<file path="config.mk">
export PLATFORM = sky130hd
export DESIGN_NAME = sa_cache_ctrl
export DESIGN_NICKNAME = d
export VERILOG_FILES = /design/src/rtl/sa_cache_ctrl.sv
export SDC_FILE = /design/constraint.sdc
export NUM_CORES = 1
export LEC_CHECK = 0
export ABC_AREA = 1
export BUFFER_PORTS_ARGS = -buffer_cell sky130_fd_sc_hd__buf_2
export CAP_MARGIN = 20
export CELL_PAD_IN_SITES_DETAIL_PLACEMENT = 0
export CELL_PAD_IN_SITES_GLOBAL_PLACEMENT = 1
export CORE_AREA = 2 2 189 191
export CTS_BUF_LIST = sky130_fd_sc_hd__clkbuf_8 sky130_fd_sc_hd__clkbuf_16
export CTS_CLUSTER_SIZE = 28
export DETAILED_ROUTE_END_ITERATION = 8
export DIE_AREA = 0 0 191 193
export PLACE_DENSITY_LB_ADDON = 0.1
export SLEW_MARGIN = 5
export SYNTH_ARGS = -nofsm -noshare
export SYNTH_HDL_FRONTEND = slang
export SYNTH_SLANG_ARGS = --single-unit
</file>
<file path="constraint.sdc">
create_clock -name clk -period 8.91 [get_ports clk]
set_input_delay 1.782 -clock clk [delete_from_list [all_inputs] [get_ports clk]]
set_output_delay 1.782 -clock clk [all_outputs]
set_load 0.03 [all_outputs]
</file>
<file path="src/rtl/sa_cache_ctrl.sv">
// sa_cache_ctrl: round-robin front end for the 4-way sa_cache.
// Serialises two requesters, writes back victims, refills and replays misses.
module sa_cache_ctrl #(
    parameter int unsigned TIMEOUT = 255
) (
    input  logic        clk,
    input  logic        rst,
    input  logic        rq0_valid,
    input  logic [31:0] rq0_addr,
    input  logic        rq0_we,
    input  logic [31:0] rq0_wdata,
    input  logic        rq1_valid,
    input  logic [31:0] rq1_addr,
    input  logic        rq1_we,
    input  logic [31:0] rq1_wdata,
    output logic        rq0_ready,
    output logic        rq1_ready,
    output logic        rq0_done,
    output logic        rq1_done,
    output logic [31:0] rq_rdata,
    output logic        rq_err,
    output logic [17:0] c_tag,
    output logic [7:0]  c_index,
    output logic [5:0]  c_offset,
    output logic [31:0] c_dataW,
    output logic        c_memRW,
    output logic [31:0] c_memory_line,
    output logic        c_memory_response,
    input  logic [31:0] c_data,
    input  logic        c_miss,
    input  logic        c_evict,
    input  logic [31:0] c_evict_addr,
    input  logic [31:0] c_evict_data,
    output logic        m_req,
    output logic        m_we,
    output logic [31:0] m_addr,
    output logic [31:0] m_wdata,
    input  logic        m_ack,
    input  logic [31:0] m_rdata,
    output logic [15:0] miss_count
);

    typedef enum logic [2:0] {
        IDLE, LOOKUP, CHECK, WB, FILL, REFILL
    } state_t;

    localparam logic [7:0] WAIT_LAST = 8'(TIMEOUT - 1);

    state_t      state_q;
    logic        last_q;
    logic        port_q;
    logic [1:0]  ready_q;
    logic [1:0]  done_q;
    logic [31:0] rdata_q;
    logic        err_q;
    logic [17:0] tag_q;
    logic [7:0]  index_q;
    logic [5:0]  offset_q;
    logic [31:0] dataw_q;
    logic        memrw_q;
    logic [31:0] line_q;
    logic        resp_q;
    logic        mreq_q;
    logic        mwe_q;
    logic [31:0] maddr_q;
    logic [31:0] mwdata_q;
    logic [7:0]  wait_q;
    logic [15:0] miss_q;

    logic        gnt_d;
    logic [31:0] sel_addr_d;
    logic        sel_we_d;
    logic [31:0] sel_wdata_d;
    logic [31:0] fill_addr_d;

    // With both ports pending the one not served last wins.
    always_comb begin
        gnt_d       = (rq0_valid && rq1_valid) ? ~last_q : rq1_valid;
        sel_addr_d  = gnt_d ? rq1_addr  : rq0_addr;
        sel_we_d    = gnt_d ? rq1_we    : rq0_we;
        sel_wdata_d = gnt_d ? rq1_wdata : rq0_wdata;
        fill_addr_d = {tag_q, index_q, 6'b0};
    end

    always_ff @(posedge clk or posedge rst) begin
        if (rst) begin
            state_q  <= IDLE;
            last_q   <= 1'b1;
            port_q   <= 1'b0;
            ready_q  <= 2'b00;
            done_q   <= 2'b00;
            rdata_q  <= '0;
            err_q    <= 1'b0;
            tag_q    <= '0;
            index_q  <= '0;
            offset_q <= '0;
            dataw_q  <= '0;
            memrw_q  <= 1'b0;
            line_q   <= '0;
            resp_q   <= 1'b0;
            mreq_q   <= 1'b0;
            mwe_q    <= 1'b0;
            maddr_q  <= '0;
            mwdata_q <= '0;
            wait_q   <= '0;
            miss_q   <= '0;
        end else begin
            ready_q <= 2'b00;
            done_q  <= 2'b00;
            rdata_q <= '0;
            err_q   <= 1'b0;
            unique case (state_q)
                IDLE: begin
                    if (rq0_valid || rq1_valid) begin
                        ready_q[gnt_d] <= 1'b1;
                        port_q         <= gnt_d;
                        last_q         <= gnt_d;
                        tag_q          <= sel_addr_d[31:14];
                        index_q        <= sel_addr_d[13:6];
                        offset_q       <= sel_addr_d[5:0];
                        dataw_q        <= sel_wdata_d;
                        memrw_q        <= sel_we_d;
                        state_q        <= LOOKUP;
                    end
                end
                LOOKUP: state_q <= CHECK;
                CHECK: begin
                    if (!c_miss) begin
                        done_q[port_q] <= 1'b1;
                        rdata_q        <= memrw_q ? 32'h0 : c_data;
                        state_q        <= IDLE;
                    end else begin
                        if (miss_q != 16'hFFFF)
                            miss_q <= miss_q + 16'd1;
                        wait_q <= '0;
                        mreq_q <= 1'b1;
                        if (c_evict) begin
                            mwe_q    <= 1'b1;
                            maddr_q  <= c_evict_addr;
                            mwdata_q <= c_evict_data;
                            state_q  <= WB;
                        end else begin
                            mwe_q    <= 1'b0;
                            maddr_q  <= fill_addr_d;
                            mwdata_q <= '0;
                            state_q  <= FILL;
                        end
                    end
                end
                WB, FILL: begin
                    if (m_ack) begin
                        if (state_q == WB) begin
                            mwe_q    <= 1'b0;
                            maddr_q  <= fill_addr_d;
                            mwdata_q <= '0;
                            wait_q   <= '0;
                            state_q  <= FILL;
                        end else begin
                            mreq_q  <= 1'b0;
                            line_q  <= m_rdata;
                            resp_q  <= 1'b1;
                            state_q <= REFILL;
                        end
                    end else if (wait_q == WAIT_LAST) begin
                        // Give up: report an error and leave the cache untouched.
                        mreq_q         <= 1'b0;
                        mwe_q          <= 1'b0;
                        done_q[port_q] <= 1'b1;
                        err_q          <= 1'b1;
                        state_q        <= IDLE;
                    end else begin
                        wait_q <= wait_q + 8'd1;
                    end
                end
                REFILL: begin
                    resp_q  <= 1'b0;
                    state_q <= LOOKUP;
                end
                default: state_q <= IDLE;
            endcase
        end
    end

    assign rq0_ready         = ready_q[0];
    assign rq1_ready         = ready_q[1];
    assign rq0_done          = done_q[0];
    assign rq1_done          = done_q[1];
    assign rq_rdata          = rdata_q;
    assign rq_err            = err_q;
    assign c_tag             = tag_q;
    assign c_index           = index_q;
    assign c_offset          = offset_q;
    assign c_dataW           = dataw_q;
    assign c_memRW           = memrw_q;
    assign c_memory_line     = line_q;
    assign c_memory_response = resp_q;
    assign m_req             = mreq_q;
    assign m_we              = mwe_q;
    assign m_addr            = maddr_q;
    assign m_wdata           = mwdata_q;
    assign miss_count        = miss_q;

endmodule
</file>
Word level (Yosys, flattened, before mapping)
Index checks and enable logic that the tools add are counted.
{"block": "totals", "word_cells": 116, "output_inout_bits": 217, "in_bits": 265, "reg_bits": 230}
{"block": "op_classes", "muxes": 55, "eq_ne": 16, "bitwise": 2, "magnitude_cmp": 4, "reduce_logical": 17, "n_addsub": 2}
{"cell": "2-to-1 mux 32 bit", "n": 13}
{"cell": "one-hot mux 32 bit (2 select lines)", "n": 2}
{"cell": "2-to-1 mux 8 bit", "n": 4}
{"cell": "2-to-1 mux 1 bit", "n": 18}
{"cell": "adder 16 x 1 -> 16 bit (second input constant)", "n": 1}
{"cell": "!= test 16 bit (second input constant)", "n": 1}
{"cell": "one-hot mux 8 bit (2 select lines)", "n": 1}
{"cell": "AND reduction 4 bit", "n": 4}
{"cell": "2-to-1 mux 3 bit", "n": 5}
{"cell": "one-hot mux 3 bit (5 select lines)", "n": 1}
{"cell": "!= test 3 bit (second input constant)", "n": 4}
{"cell": "2-to-1 mux 2 bit", "n": 5}
{"cell": "!= test 2 bit (second input constant)", "n": 5}
{"cell": "AND reduction 3 bit", "n": 3}
{"cell": "adder 8 x 1 -> 8 bit (second input constant)", "n": 1}
{"cell": "== test 8 bit (second input constant)", "n": 1}
{"cell": "== test 3 x 2 -> 1 bit (second input constant)", "n": 2}
{"cell": "== test 3 bit (second input constant)", "n": 2}
{"cell": "one-hot mux 1 bit (2 select lines)", "n": 3}
{"cell": "less-than comparator 1 x 2 -> 1 bit (second input constant)", "n": 2}
{"cell": "one-hot mux 2 bit (2 select lines)", "n": 1}
{"cell": "AND reduction 2 bit", "n": 2}
{"cell": "nonzero test 2 bit", "n": 2}
{"cell": "== test 3 x 1 -> 1 bit (second input constant)", "n": 1}
{"cell": "7 further kinds", "n": 12}

Logic depth before layout (Yosys ltp)
Gate-level depths: netlist of the first run.
{"block": "logic_depth", "depth_word": 8, "depth_mapped": 11, "mapped_depth_nobuf": 10}

Least setup slack after synthesis of the first run
Ideal clock, no wire load.
{"block": "synth_path", "kind": "input to register", "from": "input port rq0_valid", "to": "register index_q[0], in the netlist c_index[0]", "stages": 9, "path_buffers": 2, "setup_ps": 124, "t_required_ps": 8786, "path_slack_ps": 6294, "arrival_ps": 2491, "path_cell_list": "nand2_1 nand2_1 inv_1 nand2_1 inv_2 buf_4 buf_2 nand2_1 nand3_1"}
{"block": "synth_between", "elab_chain_len": 3, "elab_cells_between_ends": 5, "classes_between": "mux: 2; reduce/logical: 3"}
{"item": "from (decl)", "line_no": "8", "rtl": "input logic rq0_valid,"}
{"item": "logical AND 1 bit", "line_no": "78", "rtl": "gnt_d = (rq0_valid && rq1_valid) ? ~last_q : rq1_valid;"}
{"item": "2-to-1 mux 1 bit", "line_no": "78"}
{"item": "2-to-1 mux 32 bit", "line_no": "79", "rtl": "sel_addr_d = gnt_d ? rq1_addr : rq0_addr;"}
{"item": "to (signal assigned)", "line_no": "119", "rtl": "index_q <= sel_addr_d[13:6];"}
{"item": "to (decl)", "line_no": "57", "rtl": "logic [7:0] index_q;"}
Parallel ways exist; a longest one is shown, timed or not.
A chain may end at the register's enable or synchronous reset.

Final worst setup path of the first run
{"block": "layout_path", "from": "input port m_ack", "to": "register line_q[16], in the netlist c_memory_line[16]"}
{"block": "layout_between", "elab_chain_len": 1}
{"item": "from (decl)", "line_no": "38", "rtl": "input logic m_ack,"}
{"item": "AND reduction 3 bit (no source line)"}
{"item": "to (signal assigned)", "line_no": "160", "rtl": "line_q <= m_rdata;"}
{"item": "to (decl)", "line_no": "61", "rtl": "logic [31:0] line_q;"}
Every way passes these cells.

==> metrics.cfg, run 1 <==
[yosys]
synth_area_leaders = dfrtp_1 (57%), nand2_1 (25%), nand3_1 (4.6%), nor2_1 (2.2%), buf_4 (1.3%)
ys_seq_area_frac = 0.571
synth_edf_count = 0
syn_avg_cell_area_sq_um = 8.20
synth_common_cells = nand2_1 (670), dfrtp_1 (229), nand3_1 (92), nor2_1 (60), o21ai_1 (23)
synth_ff_type = dfrtp_1
syn_area_sq_um = 10100
synth-async-reset-ratio = 1.00
synth-seq-cells = 230
synth_cell_types = 36
synth_most_common_cell = nand2_1
synth_nets = 1499
synth_top_area_share = 0.568
synth_top_area_cell = dfrtp_1
synth_cells = 1231
ys_warn_count = 0

[grt]
grt_max_degree = 129
antenna_found_initial = 8
grt_pass1_vias = 9055
grt_usage = 0.188
grt_pass1_wl_microns = 54100
grt-ovfl-total = 0

[floorplan]
die_area_sq_um = 36900
die_width_microns = 191
coreArea_sq_um = 35000
fp-row-count = 69
initial_core_util = 0.289
fp.dieH_microns = 193
io_pins = 482

[drt]
post-route-drc-count = 0
vias = 9456
first_pass_iters = 5
drt-total-wl_microns = 36500
wl_per_cell_microns = 16.8
drt_iter0_drc = 429
drt.antenna.violating_nets = 0
viasPerCell = 4.34

[placed_design]
pre_cts_slack_ps = 4890
place.gp.congestion = 0.784
port_buffers = 481
place_hpwl_microns = 26000

[worst_setup_path]
worstSetupStartpointType = primary input
arrival_ps = 3850
worstPathRequired_ps = 9380
path_class = primary input to register
endpoint_kind = register
cp_max_fo = 36

[pwr]
internal_power_mw = 2.74
powerDensity_nw_per_um2 = 372
clkPwrFrac = 0.228
p_leak_nw = 7.73
combPwrFrac = 0.449
switchingPower_mw = 2.37
peakVddDrop_v = 0.000153
swShare = 0.464
p_seq_frac = 0.324

[sta]
holdWs_ps = 463
fin_ws_ps = 5540
hold_violations = 0
min_period_ps = 3370
slew_headroom = 0.309
setup_viol = 0
finalSetupTns_ps = 0
max_freq_mhz = 296
tightestPinTransition_ps = 1030
slew_viol_final = 0
post-route-period-util = 0.379
rsz0062_at_grt = false
finClkSkew_ps = 13.0

[layout]
drive_gt1_frac = 0.329
area_delta_synth_final_pct = 36.5
fill_cells = 3816
fin_nets = 1958

[clock_tree]
post_cts_resized = 0
worstSkewPairLatency_ps = 540
cts_root_buffer = clkbuf_16
ctsHoldBuffers = 0
cts_tree = done
cts_setup_buffers = 0
cts_sinks = 230
cts_buffers = 28
clockBufferDepth = 3
cts.clk_slew.worst_paths_ps = 60
cts_htree_levels = 1

[status]
status = finished, final reports clean

[worst_hold_path]
hp-class = register to register

[job]
maxCapViolCount = 0

layout make-up:
| type | instances | area, sq um | share of cell area |
|---|---|---|---|
| clock buffer | 36 | 822 | 0.0597 |
| antenna | 6 | 15.0 | 0.00109 |
| inverter | 28 | 115 | 0.00836 |
| timing repair buffer | 489 | 2500 | 0.182 |
| multi-input combinational | 913 | 3860 | 0.280 |
| sequential | 230 | 5760 | 0.418 |
| tap | 461 | 577 | 0.0419 |
| clock inverter | 15 | 126 | 0.00918 |
final timing paths:
| path | start | end | slack, ps | cells after the start |
|---|---|---|---|---|
| max in group asynchronous | rst | port_q | 5940 | 3 |
| worst min-delay path | last_q | last_q | 460 | 2 |
| worst max-delay path | m_ack | c_memory_line[16] | 5540 | 5 |
| min in group asynchronous | rst | c_dataW[25] | 1440 | 2 |
| worst min register to register | last_q | last_q | 460 | 2 |
| worst max register to register | state_q[1] | c_memory_line[16] | 6190 | 5 |
worst max-delay path: stages:
cell and delay [ps]:
buf_2 120, nand3_2 630, inv_1 1060, nand2_1 130, nand2_1 100
power groups by stage:
stage	sequential, mW	combinational, mW	clock (mW)
global route	1.71	2.52	1.25
floorplan	2.34	0.926	0
CTS	1.66	2.33	1.21
detailed placement	1.67	2.33	0
finish	1.66	2.29	1.17
global placement	1.67	2.32	0
placed cells by master (no fill, tap or decap), drive strengths merged:
master / Yosys / layout
a21boi: 1 / 1
a21oi: 2 / 2
buf: 48 / 489
bufinv: 0 / 2
clkbuf: 12 / 36
clkinv: 0 / 8
clkinvlp: 0 / 1
dfrtp: 229 / 229
dfstp: 1 / 1
diode: 0 / 6
ha: 3 / 3
inv: 28 / 32
nand2: 674 / 674
nand3: 96 / 96
nand3b: 2 / 2
nand4: 2 / 2
nor2: 69 / 69
nor3: 1 / 1
nor3b: 1 / 1
o21ai: 46 / 46
o21bai: 1 / 1
or3: 1 / 1
xnor2: 9 / 9
xor2: 5 / 5
cell families after synthesis:
kind of cell    share of synthesized area
simple gates                        0.338
compound gates                     0.0268
flops                               0.571
xor+xnor                           0.0122
fa+ha+maj                         0.00372
buf+inv                            0.0482
metal layers:
metal | part of all wire | global-route usage
met2 | 0.46 | 0.300
met5 | 0.0016 | 0
met3 | 0.083 | 0.0521
met4 | 0.019 | 0.0462
met1 | 0.43 | 0.252
per-stage QoR:
step           std cells  utilization  total power, mW  area [sq um]
2_1_floorplan       1231            -             3.26         10100
3_3_place_gp        2119        0.365             3.99         12800
3_5_place_dp        2120        0.365             4.00         12800
4_1_cts             2171        0.393             5.20         13700
5_1_grt             2175        0.394             5.47         13800
6_report            2178        0.394             5.12         13800
state kept, by name, indices dropped and copies added, names as in the netlist, 16 cells and up:
signal         flops
m_wdata           32
c_tag             18
c_dataW           32
m_addr            32
miss_count        16
c_memory_line     32
rq_rdata          32
Note: power is estimated with default switching activity, not from simulation.
==> run 2: changes to the inputs <==
==> constraint.sdc (replaced) <==
create_clock -name clk -period 3.2 [get_ports clk]
set_input_delay 0.64 -clock clk [delete_from_list [all_inputs] [get_ports clk]]
set_output_delay 0.64 -clock clk [all_outputs]
set_load 0.03 [all_outputs]
==> run 2 against run 1 <==
  * Utilization increased by 0.54 points
  * Worst hold slack got worse by 330 ps
  * Count of clock-buffer cells in the layout grew 2
  * Register-to-register slack got worse by 5300 ps
  * Clock skew increased by 6.4 ps
  * Wire length rose by 0.73%
  * Critical path depth up 4
  * Clock power rose to 3.0 times the previous value
  * Power rose to 2.8 times the previous value
  * Largest power group unchanged
  * Highest routed layer unchanged
==> metrics.cfg, run 2 (synthesis gave the netlist of run 1 again) <==
[placed_design]
place_area_sq_um = 12900
place.gp.congestion = 0.818
place_hpwl_microns = 27000
dpl.cell_count = 2129
port_buffers = 481

[clock_tree]
cts_setup_buffers = 0
ctsHoldBuffers = 0
clockBufferDepth = 3
cts_root_buffer = clkbuf_16
cts_tree = done
worstSkewPairLatency_ps = 550
post_cts_resized = 0
cts.clk_slew.worst_paths_ps = 60
cts_buffers = 29
cts_sinks = 230
cts_htree_levels = 1

[worst_setup_path]
rr_worst_depth = 9
cp_max_fo = 34
arrival_ps = 2770
endpoint_kind = register
worstSetupStartpointType = register
startpoint = state_q[0]
reg2reg_from = state_q[0]
worstPathRequired_ps = 3690
path_class = register to register

[sta]
tightestPinTransition_ps = 822
max_freq_mhz = 440
post-route-period-util = 0.711
finalSetupTns_ps = 0
finClkSkew_ps = 19.4
rsz0062_at_grt = false
setup_viol = 0
min_period_ps = 2280
hold_violations = 0
holdWs_ps = 131
slew_viol_final = 0
slew_headroom = 0.452

[drt]
first_pass_iters = 5
wl_per_cell_microns = 16.8
drt-total-wl_microns = 36800
post-route-drc-count = 0
drt_iter0_drc = 448
vias = 9628
drt.antenna.violating_nets = 0
viasPerCell = 4.41

[floorplan]
die_width_microns = 191
initial_core_util = 0.289
fp-row-count = 69
coreArea_sq_um = 35000
die_area_sq_um = 36900
fp.dieH_microns = 193
io_pins = 482

[layout]
final_common_cell = nand2_1
regArea_sq_um = 5760
post-route-util = 0.399
fill_cells = 3746
final_cell_mix = nand2_1 (670), buf_2 (481), dfrtp_1 (229)
final_area_sq_um = 14000
area_delta_synth_final_pct = 38.4
drive_gt1_frac = 0.334
multi_input_area_sq_um = 3860
finalNonFillerCells = 2185
fin_nets = 1967

[grt]
grt-ovfl-total = 0
grt_max_degree = 71
antenna_found_initial = 5
grt_pass1_wl_microns = 55700
grt_usage = 0.193
grt_pass1_vias = 9419

[worst_hold_path]
hp-class = primary input to async pin

[pwr]
peakVddDrop_v = 0.000528
powerDensity_nw_per_um2 = 1040
p_leak_nw = 7.82

[job]
maxCapViolCount = 0

[status]
status = finished, final reports clean

[run 2: final timing paths]
check | to | slack [ps]
setup / recovery | m_addr[27] | 920
hold / removal | rq_rdata[2] | 130
setup reg to reg | m_addr[27] | 920
hold reg to reg | last_q | 460
max in group asynchronous | c_dataW[13] | 2290
min in group clk | c_memory_line[27] | 290
[run 2: metal layers]
metal | up-vias | routed length, microns | track usage
met4 | 4 | 934 | 0.0531
met3 | 51 | 3020 | 0.0536
met2 | 350 | 17200 | 0.316
li1 | 4767 | - | -
met1 | 4456 | 15600 | 0.252
met5 | - | 24 | 0
[run 2: worst max-delay path: stages (launching register included)]
cell and delay [ps]:
dfrtp_1 510, inv_1 130, nand2_2 130, nand3_4 300
inv_2 610, buf_12 270, nand2_1 80, nand2_1 60
nand2_1 50, nand2_1 60
[run 2: metrics by stage]
step | power (mW) | worst slack (ps)
after floorplan | 9.08 | -447
after global placement | 11.2 | 885
after detailed placement | 11.2 | 891
after CTS | 14.8 | 918
after global routing | 15.6 | 654
final | 14.5 | 925
[run 2: cell type report]
cell class | instances | share of cell area
antenna | 5 | 0.000896
inverter | 28 | 0.00798
tap | 461 | 0.0413
clock inverter | 13 | 0.0120
sequential | 230 | 0.412
clock buffer | 38 | 0.0609
timing repair buffer | 497 | 0.188
multi-input combinational | 913 | 0.276
[run 2: power breakdown]
part / leakage, nW / internal, mW / total (mW) / switching, mW
logic: 4.32 / 1.76 / 6.41 / 4.65
clock network: 0.516 / 2.17 / 3.46 / 1.29
registers: 2.98 / 3.96 / 4.63 / 0.672
total: 7.82 / 7.89 / 14.5 / 6.62
